### src/rtl/mem_ctrl_pkg.sv
// Shared types and constants for the block-memory port controller.
package mem_ctrl_pkg;

    localparam int ADDR_W_DEF = 10;
    localparam int DATA_W_DEF = 16;

    localparam logic PORT_IF = 1'b0;
    localparam logic PORT_DM = 1'b1;

    typedef enum logic [2:0] {
        ST_IDLE    = 3'd0,
        ST_WR      = 3'd1,
        ST_RD      = 3'd2,
        ST_RESP    = 3'd3,
        ST_VFY_RD  = 3'd4,
        ST_VFY_CHK = 3'd5
    } state_e;

endpackage

### src/rtl/mem_port_arbiter.sv
// Fetch/data grant logic. Data normally wins; fetch is forced through after
// STARVE_MAX consecutive data grants taken while fetch was waiting.
module mem_port_arbiter #(
    parameter int STARVE_MAX = 4
) (
    input  logic clk,
    input  logic rst_n,
    input  logic if_valid,
    input  logic dm_valid,
    input  logic accept_ok,
    output logic grant_if,
    output logic grant_dm
);

    localparam int CNT_W = $clog2(STARVE_MAX + 1);

    logic [CNT_W-1:0] starve_cnt_q;
    logic [CNT_W-1:0] starve_cnt_d;
    logic             if_forced;

    always_comb begin
        if_forced    = (starve_cnt_q == CNT_W'(STARVE_MAX));
        grant_if     = accept_ok && if_valid && (!dm_valid || if_forced);
        grant_dm     = accept_ok && dm_valid && !grant_if;
        starve_cnt_d = starve_cnt_q;
        // Cannot pass STARVE_MAX: at the limit a waiting fetch takes the grant.
        if (grant_if) begin
            starve_cnt_d = '0;
        end else if (grant_dm && if_valid) begin
            starve_cnt_d = starve_cnt_q + 1'b1;
        end
    end

    always_ff @(posedge clk) begin
        if (!rsta_n_unused_guard(rst_n)) begin
            starve_cnt_q <= '0;
        end else begin
            starve_cnt_q <= starve_cnt_d;
        end
    end

    function automatic logic rsta_n_unused_guard(input logic r);
        return r;
    endfunction

endmodule

### src/rtl/mem_port_ctrl.sv
// Initiator side of a single-port block memory shared by the fetch (if_*) and
// data (dm_*) requesters. Define MEM_WR_VERIFY_EN to read back and check every write.
module mem_port_ctrl
    import mem_ctrl_pkg::*;
#(
    parameter int ADDR_W     = ADDR_W_DEF,
    parameter int DATA_W     = DATA_W_DEF,
    parameter int RD_LAT     = 1,
    parameter int STARVE_MAX = 4
) (
    input  logic              clka,
    input  logic              rsta_n,
    input  logic              if_valid,
    output logic              if_ready,
    input  logic [ADDR_W-1:0] if_addr,
    output logic [DATA_W-1:0] if_rdata,
    output logic              if_rvalid,
    input  logic              dm_valid,
    output logic              dm_ready,
    input  logic              dm_we,
    input  logic [ADDR_W-1:0] dm_addr,
    input  logic [DATA_W-1:0] dm_wdata,
    output logic [DATA_W-1:0] dm_rdata,
    output logic              dm_rvalid,
    output logic              wea,
    output logic [ADDR_W-1:0] addra,
    output logic [DATA_W-1:0] dina,
    input  logic [DATA_W-1:0] douta,
    output logic              wr_err,
    output logic [ADDR_W-1:0] err_addr
);

    // Handshake: a request transfers on a rising edge where valid && ready.
    // The requester holds address/data while valid && !ready; ready is a
    // function of valid and controller state, and at most one ready is high.

    localparam logic [1:0] LAT_LOAD = 2'(RD_LAT - 1);

    state_e            state_q, state_d;
    logic [1:0]        lat_cnt_q, lat_cnt_d;
    logic              owner_q, owner_d;
    logic              wea_q, wea_d;
    logic [ADDR_W-1:0] addra_q, addra_d;
    logic [DATA_W-1:0] dina_q, dina_d;

    logic              accept_ok;
    logic              grant_if;
    logic              grant_dm;
    logic              req_we;
    logic [ADDR_W-1:0] req_addr;

`ifdef MEM_WR_VERIFY_EN
    logic              wr_err_q, wr_err_d;
    logic [ADDR_W-1:0] err_addr_q, err_addr_d;

    // Writes are followed by a read-back, so no request is taken in WR.
    assign accept_ok = (state_q == ST_IDLE) || (state_q == ST_RESP);
`else
    assign accept_ok = (state_q == ST_IDLE) || (state_q == ST_WR) || (state_q == ST_RESP);
`endif

    mem_port_arbiter #(
        .STARVE_MAX (STARVE_MAX)
    ) u_arb (
        .clk       (clka),
        .rst_n     (rsta_n),
        .if_valid  (if_valid),
        .dm_valid  (dm_valid),
        .accept_ok (accept_ok),
        .grant_if  (grant_if),
        .grant_dm  (grant_dm)
    );

    always_comb begin
        state_d   = state_q;
        lat_cnt_d = lat_cnt_q;
        owner_d   = owner_q;
        wea_d     = 1'b0;
        addra_d   = addra_q;
        dina_d    = dina_q;
        req_we    = grant_dm && dm_we;
        req_addr  = grant_dm ? dm_addr : if_addr;
`ifdef MEM_WR_VERIFY_EN
        wr_err_d   = wr_err_q;
        err_addr_d = err_addr_q;
`endif

        case (state_q)
            ST_RD: begin
                if (lat_cnt_q == 2'd0) begin
                    state_d = ST_RESP;
                end else begin
                    lat_cnt_d = lat_cnt_q - 2'd1;
                end
            end
`ifdef MEM_WR_VERIFY_EN
            ST_WR: begin
                state_d   = ST_VFY_RD;
                lat_cnt_d = LAT_LOAD;
            end
            ST_VFY_RD: begin
                if (lat_cnt_q == 2'd0) begin
                    state_d = ST_VFY_CHK;
                end else begin
                    lat_cnt_d = lat_cnt_q - 2'd1;
                end
            end
            ST_VFY_CHK: begin
                state_d = ST_IDLE;
                // dina_q still holds the written word; only the first bad address is kept.
                if (douta != dina_q) begin
                    wr_err_d = 1'b1;
                    if (!wr_err_q) begin
                        err_addr_d = addra_q;
                    end
                end
            end
`endif
            default: state_d = ST_IDLE;
        endcase

        if (grant_if || grant_dm) begin
            addra_d   = req_addr;
            lat_cnt_d = LAT_LOAD;
            if (req_we) begin
                state_d = ST_WR;
                wea_d   = 1'b1;
                dina_d  = dm_wdata;
            end else begin
                state_d = ST_RD;
                owner_d = grant_dm ? PORT_DM : PORT_IF;
            end
        end
    end

    always_ff @(posedge clka) begin
        if (!rsta_n) begin
            state_q    <= ST_IDLE;
            lat_cnt_q  <= 2'd0;
            owner_q    <= PORT_IF;
            wea_q      <= 1'b0;
            addra_q    <= '0;
            dina_q     <= '0;
`ifdef MEM_WR_VERIFY_EN
            wr_err_q   <= 1'b0;
            err_addr_q <= '0;
`endif
        end else begin
            state_q    <= state_d;
            lat_cnt_q  <= lat_cnt_d;
            owner_q    <= owner_d;
            wea_q      <= wea_d;
            addra_q    <= addra_d;
            dina_q     <= dina_d;
`ifdef MEM_WR_VERIFY_EN
            wr_err_q   <= wr_err_d;
            err_addr_q <= err_addr_d;
`endif
        end
    end

    assign if_ready  = grant_if;
    assign dm_ready  = grant_dm;
    assign wea       = wea_q;
    assign addra     = addra_q;
    assign dina      = dina_q;
    assign if_rdata  = douta;
    assign dm_rdata  = douta;
    assign if_rvalid = (state_q == ST_RESP) && (owner_q == PORT_IF);
    assign dm_rvalid = (state_q == ST_RESP) && (owner_q == PORT_DM);

`ifdef MEM_WR_VERIFY_EN
    assign wr_err   = wr_err_q;
    assign err_addr = err_addr_q;
`else
    assign wr_err   = 1'b0;
    assign err_addr = '0;
`endif

endmodule

### config.mk
export PLATFORM = sky130hd
export DESIGN_NAME = mem_port_ctrl
export DESIGN_NICKNAME = d
export VERILOG_FILES = /design/src/rtl/mem_ctrl_pkg.sv /design/src/rtl/mem_port_arbiter.sv /design/src/rtl/mem_port_ctrl.sv
export SDC_FILE = /design/constraint.sdc
export NUM_CORES = 1
export LEC_CHECK = 0
export ABC_AREA = 1
export CAP_MARGIN = 25
export CORE_UTILIZATION = 35
export CTS_CLUSTER_DIAMETER = 100
export DETAILED_ROUTE_END_ITERATION = 16
export GPL_TIMING_DRIVEN = 0
export PLACE_DENSITY = 0.91
export SLEW_MARGIN = 10
export SYNTH_ARGS = -nofsm -noshare
export SYNTH_HDL_FRONTEND = slang
export SYNTH_HIERARCHICAL = 1
export SYNTH_SLANG_ARGS = --single-unit
### constraint.sdc
create_clock -name clka -period 2.55 [get_ports clka]
set_clock_uncertainty 0.15 [all_clocks]
set_input_delay 0.3825 -clock clka [delete_from_list [all_inputs] [get_ports clka]]
set_output_delay 0.3825 -clock clka [all_outputs]
set_load 0.05 [all_outputs]
Word-level counts from Yosys, hierarchy flattened
Index checks and enable logic that the tools add are counted.
{"block": "word_totals", "ff_bits": 36, "latchBits": 0, "mem_bits_rw": 0, "out_inout_bits": 74, "wordCells": 47, "romBits": 0, "n_memories": 0, "in_bits": 57}
{"block": "classes", "bitwise": 4, "magnitude_cmp": 0, "div": 0, "shifts": 0, "eq_ne": 5, "n_mux": 7, "mul": 0, "n_reduce_logical": 22, "add_sub_neg": 2}
{"operator": "10-bit 2-to-1 mux", "count": 1}
{"operator": "3-bit 2-to-1 mux", "count": 3}
{"operator": "1-bit logical AND", "count": 8}
{"operator": "2-bit AND reduction", "count": 4}
{"operator": "3-bit by 2-bit equality test with 1-bit output (second input constant)", "count": 2}
{"operator": "1-bit logical OR", "count": 4}
{"operator": "1-bit inverter", "count": 4}
{"operator": "2-bit OR reduction", "count": 2}
{"operator": "3-bit by 1-bit adder with 3-bit output (second input constant)", "count": 1}
{"operator": "3-bit by 1-bit equality test with 1-bit output (second input constant)", "count": 1}
{"operator": "3-bit equality test (second input constant)", "count": 1}
{"operator": "3-bit zero test", "count": 1}
{"operator": "3-bit != test (second input constant)", "count": 1}
{"operator": "1-bit zero test", "count": 2}
{"operator": "2-bit zero test", "count": 1}
{"operator": "1-bit 2-to-1 mux", "count": 2}
{"operator": "2-bit 2-to-1 mux", "count": 1}
{"operator": "2-bit by 1-bit subtractor with 2-bit output (second input constant)", "count": 1}

Longest topological paths before layout
Gate-level depths: netlist of run 1.
{"block": "logic_depth", "word_depth": 10, "ltp_mapped": 13, "ltp_nobuf": 12}

Cells and area by module
The synthesis of run 1 kept the hierarchy.
{"module": "mem_port_ctrl", "seq_area_each_um2": 640.6, "instances": 1, "area_per_inst_um2": 1601.5, "cells_each": 228}
{"module": "mem_port_arbiter", "seq_area_each_um2": 60.1, "instances": 1, "area_per_inst_um2": 222.7, "cells_each": 32}

Worst setup path after synthesis of run 1
No wires, ideal clock.
{"block": "synth_timing", "kind": "flip-flop to flip-flop", "start": "register state_q[1]", "end": "register dina_q[10], in the netlist dina[10]", "stages_incl_launch_ff": 14, "arrival_ps": 2759, "required_time_ps": 2336, "setup_ps": 64, "path_buffers": 1, "period_less_slack_ps": 2973, "path_slack_ps": -423, "cell_sequence": "dfxtp_1 -> inv_1 -> nor2_1 -> inv_1 -> nand2_2 -> inv_2 -> nand2_2 -> inv_1 -> nor2_1 -> nand2_1 -> inv_2 -> buf_2 -> nor2_1 -> nor2_1"}
{"block": "synth_between", "elab_chain_cells": 9, "word_cells_on_any_way": 13, "classes_between": "eq/ne: 2; reduce/logical: 11"}
{"element": "start, declared", "line": "mem_port_ctrl.sv:39", "source": "state_e state_q, state_d;"}
{"element": "start signal, assigned", "line": "mem_port_ctrl.sv:149", "source": "state_q <= state_d;"}
{"element": "3-bit by 1-bit equality test with 1-bit output or 3-bit zero test (tied branches)", "line": "mem_port_ctrl.sv:59", "source": "assign accept_ok = (state_q == ST_IDLE) || (state_q == ST_WR) || (state_q == ST_RESP);"}
{"element": "1-bit logical OR", "line": "mem_port_ctrl.sv:59"}
{"element": "1-bit logical OR (*)", "line": "mem_port_ctrl.sv:59"}
{"element": "via accept_ok", "line": "mem_port_ctrl.sv:46", "source": "logic accept_ok;"}
{"element": "1-bit logical AND (*) (2 in a row)", "line": "mem_port_arbiter.sv:23", "source": "grant_if = accept_ok && if_valid && (!dm_valid || if_forced);"}
{"element": "via if_ready", "line": "mem_port_ctrl.sv:14", "source": "output logic if_ready,"}
{"element": "1-bit zero test (*)", "line": "mem_port_arbiter.sv:24", "source": "grant_dm = accept_ok && dm_valid && !grant_if;"}
{"element": "1-bit logical AND (*)", "line": "mem_port_arbiter.sv:24"}
{"element": "via dm_ready", "line": "mem_port_ctrl.sv:19", "source": "output logic dm_ready,"}
{"element": "1-bit logical AND or 1-bit logical OR (tied branches)", "line": "mem_port_ctrl.sv:81, mem_port_ctrl.sv:122"}
{"element": "2-bit AND reduction (no source line) (*)"}
{"element": "end signal, assigned", "line": "mem_port_ctrl.sv:154", "source": "dina_q <= dina_d;"}
{"element": "end, declared", "line": "mem_port_ctrl.sv:44", "source": "logic [DATA_W-1:0] dina_q, dina_d;"}
The timed path passes the listed nets; every way through them passes the cells marked *.
A chain may end at the register's enable or synchronous reset.

Worst setup path after layout of run 1
{"block": "layout_timing", "start": "input port if_valid", "end": "output port if_ready"}
{"block": "layout_between", "elab_chain_cells": 2}
{"element": "start, declared", "line": "mem_port_ctrl.sv:13", "source": "input logic if_valid,"}
{"element": "1-bit logical AND (2 in a row)", "line": "mem_port_arbiter.sv:23"}
{"element": "end, declared", "line": "mem_port_ctrl.sv:14"}
Every way passes these cells.

==> flow_summary_export.csv, run 1 <==
group,metric,value,unit
synthesis,synthTopCellsByArea,"dfxtp_1 38%, buf_4 18%, nand2_1 13%, nor2_1 8.2%, o21ai_0 6.3%",
grt,antenna_found_initial,0,
floorplanning,core-area,4880,µm²
setup_path,worst_path_largest_cell_delay,0.57,ns
clock_network,cts-buffers-inserted,5,
clock_network,clock_latency,0.29,ns
synthesis,synth_edf_count,0,
floorplanning,pin_count,131,
layout,drive_gt1_share,19.27,%
synthesis,avgSynthCellArea,7.016,µm²
layout,utilization,63.90,%
setup_path,r2r-start,"u_arb/starve_cnt_q[0]$_SDFFE_PP0P_",
setup_path,worst-path-max-fanout,5,
route,detail-route-antenna-nets,0,
grt,grt_max_degree,11,
synthesis,synthCells,260,
power,combPwrFrac,39.4,%
power,p_int,1100,µW
timing,rsz0062_at_grt,"false",
synthesis,yosysWarnings,6,
placed_design,io_buffer_count,103,
synthesis,synth-async-reset-ratio,0,%
route,drc,0,
synthesis,synthFlopType,"dfxtp_1",
timing,tns,0,ns
layout,nets,443,
floorplanning,die_w,74.20,µm
setup_path,r2r_slack,0.33,ns
grt,grt_pass1_wl,7.079,mm
timing,hold_viol_final,0,
power,p_leak,0.001419,µW
route,vias,1893,
setup_path,critPathLaunchType,"primary input",
timing,slew_headroom,65.42,%
power,seq_power_share,35.4,%
clock_network,postCtsHoldBufs,0,
synthesis,synth_area,1824,µm²
power,power_density,556.3,nW/µm²
grt,grt_use_total,16.84,%
floorplanning,die_h,74.20,µm
placed_design,hpwl,3.664,mm
route,dr.pass1.iters,5,
setup_path,critPathCaptureType,"output port",
timing,period_needed,2.406,ns
timing,setup_viol,0,
power,netSwitchingFraction,36.56,%
route,drt_iter0_markers,43,
setup_path,crit_type,"in -> out",
route,wire_per_inst,10.15,µm
layout,syn_to_final_growth,70.92,%
timing,maxSlewViolCount,0,
route,viasPerCell,4.197,
setup_path,cp.arrival,1.87,ns
clock_network,htreeDepth,2,
timing,max_freq,415.7,MHz
worst_hold_path,whs_path_depth,2,
job,drv_cap,0,
layout,diodes,0,
clock_network,cts_buffer_depth,2,
clock_network,cts_tree,"built",
worst_hold_path,hp-start,"addra[2]$_SDFFE_PN0P_",
grt,grt_pass1_vias,1736,
floorplanning,start_util,37.38,%
floorplanning,num_rows,25,
setup_path,r2r-end,"addra[5]$_SDFFE_PN0P_",
timing,holdWs,0.2949,ns
placed_design,gp_congestion,0.7417,
grt,grt_overflow,0,
clock_network,root_buffer,"clkbuf_8",
synthesis,synth_cell_type_count,20,
route,wl,4.577,mm
setup_path,cp_data_required_time,2.02,ns
setup_path,critPathTopFamily,"buffers and inverters",
floorplanning,die_area,5505,µm²
setup_path,cp_cell_sequence,"clkdlybuf4s50_1 -> nand2_2 -> inv_2 -> nand2_2 -> inv_1 -> dlygate4sd2_1",
status,status,"finished clean",
timing,worst_slew_pin_slew,0.5170,ns
power,p_switching,634.2,µW
setup_path,r2r.worst_path.cells,13,
timing,timing.final.crit_share,94.33,%
clock_network,path_clk_slew,0.06,ns
clock_network,clock_sinks,35,
synthesis,yosysTopAreaCell,"dfxtp_1",
worst_hold_path,hold_path.class,"reg -> reg",
synthesis,ys_ff_latch,35,
setup_path,crit_slowest_cell,"dlygate4sd2_1",
power,pwr-share-clk,25.2,%
synthesis,seq_area_frac_synth,38.41,%
setup_path,critical_path.most_common_cell,"nand2_2",
synthesis,ys_top_cells_by_count,"61 x nand2_1, 43 x buf_4, 40 x nor2_1",
synthesis,yosysMostFrequentCell,"nand2_1",
worst_hold_path,hold_end,"addra[2]$_SDFFE_PN0P_",
setup_path,path_buf_inv,4,
power,ir_drop,244.3,µV
synthesis,yosysTopAreaCellShare,38.41,%
power,p_total,1734,µW
power by group through the flow:
stage	logic (µW)	clock network, µW	registers [µW]
detailed placement	674	0	626
floorplan	320	0	755
CTS	674	448	614
global placement	665	0	624
finish	684	437	614
global route	725	469	619
per-stage QoR:
stage                     instance area, µm²  std cells  worst slack [ns]
after floorplan                         1869        270            0.1840
after global placement                  2984        440           -0.2281
after detailed placement                2984        440           -0.2403
after CTS                               3078        448           0.05120
after global routing                    3118        451           0.04632
final                                   3118        451            0.1445
state kept, by name, indices dropped and copies added, names as in the netlist:
signal              count
dina                   16
addra                  10
u_arb/starve_cnt_q      3
lat_cnt_q               2
state_q                 2
owner_q                 1
wea                     1
cells by family (layout without fill, tap and decap cells):
group | count (synthesis) | count (layout) | share of synthesized area [%]
compound gates | 33 | 33 | 9.740
fa+ha+maj | 3 | 3 | 2.058
buf+inv | 76 | 190 | 24.76
flops | 35 | 35 | 38.41
other cells | 1 | 11 | 0.2056
simple gates | 112 | 112 | 24.83
worst max-delay path by stage:
stage	startpoint	to	slack, ns	cells after the start
6_report	if_valid	if_ready	0.14	6
3_3_place_gp	dm_valid	dm_ready	-0.23	6
4_1_cts	state_q[1]$_SDFFE_PN0P_	dm_ready	0.05	9
2_1_floorplan	state_q[1]$_SDFFE_PN0P_	dina[10]$_SDFFE_PN0P_	0.18	13
3_5_place_dp	dm_valid	dm_ready	-0.24	6
5_1_grt	u_arb/starve_cnt_q[0]$_SDFFE_PP0P_	if_ready	0.05	7
tightest hold or removal path: cells and delay by family (launching register included):
kind             cells  cell delay (ns)
DFF                  1             0.31
and+or+nand+nor      2             0.10
cells in the final DEF, fill, tap and decap left out:
cell type / count
clkdlybuf4s50_1: 101
nand2_1: 61
buf_4: 45
nor2_1: 38
dfxtp_1: 35
inv_1: 23
o21ai_0: 23
conb_1: 11
clkbuf_8: 7
nand2_2: 5
clkbuf_1: 4
buf_2: 4
o21ai_1: 4
inv_2: 3
nand3_1: 3
ha_1: 3
a21oi_2: 3
nor2_2: 2
a21oi_1: 2
nor2_4: 2
o22ai_1: 1
nor3_2: 1
dlygate4sd2_1: 1
clkbuf_4: 1
buf_12: 1
cell type report:
type,count,area (µm²)
Fill cell,434,1762
Timing Repair Buffer,106,1062
Multi-Input combinational cell,159,719.4
Sequential cell,35,700.7
Buffer,50,354.1
Clock buffer,8,100.1
Inverter,26,97.59
Tap cell,67,83.83
routing by layer:
metal	vias up	wire length, µm	GRT usage, %
met5	-	0	0
met4	0	130	8.761
met3	14	388	5.149
met2	91	2323	30.20
met1	804	1734	17.66
li1	984	-	-
timing repair:
item | in CTS | in global routing
setup buffers | 0 | 3
resized for setup | 6 | 2
hold endpoints to repair | 0 | 0
gates cloned | 0 | 0
pin swaps | 0 | 1
endpoints found under the setup margin | 2 | 2
Note: power is estimated with default switching activity, not from simulation.
==> run 2, diff against run 1 <==
Settings changed: CORE_UTILIZATION 35 to 31, CTS_CLUSTER_DIAMETER 100 to 80, PLACE_DENSITY 0.91 to 0.86, SLEW_MARGIN 10 to 25.
Clock period 2.55 ns to 1.99 ns, I/O delays scaled along.
==> run 2 against run 1 <==
Clock-buffer cell count is 2 lower. Combinational power is 36% higher. Total power is 29% higher. Via count is 1.8% higher. Critical path type is now reg -> out. Hold slack better by 0.00062 ns. Register-to-register slack worse by 0.24 ns.
==> flow_summary_export.csv, run 2 (same netlist as run 1, synthesis figures left out) <==
group,metric,value,unit
clock_network,cts_tree,"built",
layout,layout_common_cells,"99 x clkdlybuf4s50_1, 60 x nand2_1, 51 x buf_4",
route,dr.pass1.iters,4,
layout,utilization,58.18,%
setup_path,critPathLaunchType,"flop",
layout,nets,447,
clock_network,clock_sinks,35,
route,wire_per_inst,10.58,µm
setup_path,worst-path-max-fanout,4,
grt,grt_use_total,15.10,%
floorplanning,die_w,78.71,µm
timing,hold_viol_final,0,
clock_network,clock_latency,0.29,ns
timing,rsz0062_at_grt,"true",
layout,fillers,493,
clock_network,cts_buffer_depth,2,
clock_network,cts-buffers-inserted,5,
grt,grt_pass1_vias,1777,
job,drv_cap,0,
placed_design,place_inst,445,
floorplanning,die_h,78.71,µm
layout,diodes,0,
layout,syn_to_final_growth,77.78,%
grt,grt_pass1_wl,7.348,mm
status,status,"finished clean",
setup_path,crit_type,"reg -> out",
power,power_density,688.4,nW/µm²
floorplanning,pin_count,131,
placed_design,io_buffer_count,103,
layout,largest_register_ffs,16,
layout,final_common_cell,"clkdlybuf4s50_1",
power,ir_drop,310.2,µV
route,viasPerCell,4.198,
timing,worst_slew_pin_slew,0.5246,ns
floorplanning,core-area,5574,µm²
timing,setup_viol,0,
timing,slew_headroom,64.92,%
floorplanning,die_area,6195,µm²
placed_design,hpwl,3.756,mm
timing,max_freq,503.5,MHz
route,detail-route-antenna-nets,0,
grt,grt_overflow,0,
timing,period_needed,1.986,ns
route,vias,1927,
setup_path,cp.arrival,1.54,ns
layout,drive_gt1_share,24.29,%
clock_network,postCtsHoldBufs,0,
layout,multi_input_area,785.8,µm²
grt,grt_max_degree,11,
power,p_leak,0.001471,µW
clock_network,path_clk_slew,0.06,ns
timing,timing.final.crit_share,99.80,%
route,wl,4.854,mm
floorplanning,num_rows,27,
floorplanning,start_util,32.73,%
grt,antenna_found_initial,0,
setup_path,critPathCaptureType,"output port",
timing,tns,0,ns
worst_hold_path,hold_path.class,"reg -> reg",
placed_design,gp_congestion,0.7421,
clock_network,htreeDepth,2,
layout,seq_area,704.4,µm²
setup_path,cp_data_required_time,1.54,ns
timing,maxSlewViolCount,0,
route,drc,0,
clock_network,root_buffer,"clkbuf_8",
layout,fin_cells,459,
route,drt_iter0_markers,57,
-- run 2: changes by cell type in the layout (fill, tap and decap cells not counted), sizes merged --
cell,previous run,this run
nor2,42,43
clkdlybuf4s50,101,99
dlygate4sd2,1,2
buf,50,57
inv,26,25
clkinv,0,1
clkbuf,12,7
clkinvlp,0,1
-- run 2: worst paths after layout --
kind	from	end	slack [ns]	depth (start not counted)
worst max-delay path	state_q[1]$_SDFFE_PN0P_	dm_ready	0.004	9
worst min-delay path	addra[1]$_SDFFE_PN0P_	addra[1]$_SDFFE_PN0P_	0.30	2
worst max register to register	state_q[1]$_SDFFE_PN0P_	dina[10]$_SDFFE_PN0P_	0.09	13
worst min register to register	addra[1]$_SDFFE_PN0P_	addra[1]$_SDFFE_PN0P_	0.30	2
-- run 2: cell type report --
cell class                      count  share of cell area, %
Timing Repair Buffer              109                  33.37
Sequential cell                    35                  21.72
Inverter                           26                  3.279
Buffer                             50                  11.92
Clock inverter                      1                 0.1543
Clock buffer                        6                  2.546
Multi-Input combinational cell    160                  24.23
Tap cell                           72                  2.778
-- run 2: through the flow --
step | worst slack [ns] | cell area [µm²] | total power (µW) | hold WS [ns]
after floorplan | -0.2977 | 1932 | 1402 | 0.2872
after global placement | -0.7886 | 3053 | 1678 | 0.2779
after detailed placement | -0.7978 | 3053 | 1693 | 0.2825
after CTS | -0.02454 | 3172 | 2216 | 0.2987
after global routing | -0.05612 | 3243 | 2347 | 0.3192
final | 0.003998 | 3243 | 2233 | 0.2955
-- run 2: timing repair --
| action | in CTS | in global routing |
|---|---|---|
| endpoints found under the setup margin | 26 | 28 |
| buffers inserted | 1 | 5 |
| resized for setup | 18 | 12 |
| pin swaps | 2 | 4 |
| gates cloned | 0 | 1 |
-- run 2: worst max-delay path: stages, from the launching register on --
cell	delay, ns
dfxtp_2	0.34
inv_2	0.04
nor2_4	0.14
inv_2	0.07
nand2_4	0.09
inv_4	0.05
nand2_4	0.07
clkinvlp_4	0.11
nor2_4	0.16
buf_6	0.17
-- run 2: power breakdown --
part           total (µW)  internal (µW)  switching [µW]  leakage [µW]
Sequential            790            759            30.3      0.000288
Clock                 512            271             241     0.0000470
Combinational         930            367             563       0.00114
-- run 2: per-layer routing --
metal | GRT usage [%] | vias to the layer above | wire (µm)
met5 | 0 | - | 0
met4 | 6.852 | 0 | 55
met3 | 4.138 | 5 | 393
met2 | 28.78 | 86 | 2603
met1 | 15.03 | 846 | 1802
li1 | - | 990 | -
==> run 3, diff against run 2 <==
Settings changed: CAP_MARGIN 25 to not set.
==> results of run 3 <==
No change in the layout: final DEF, timing and power equal those of run 2.
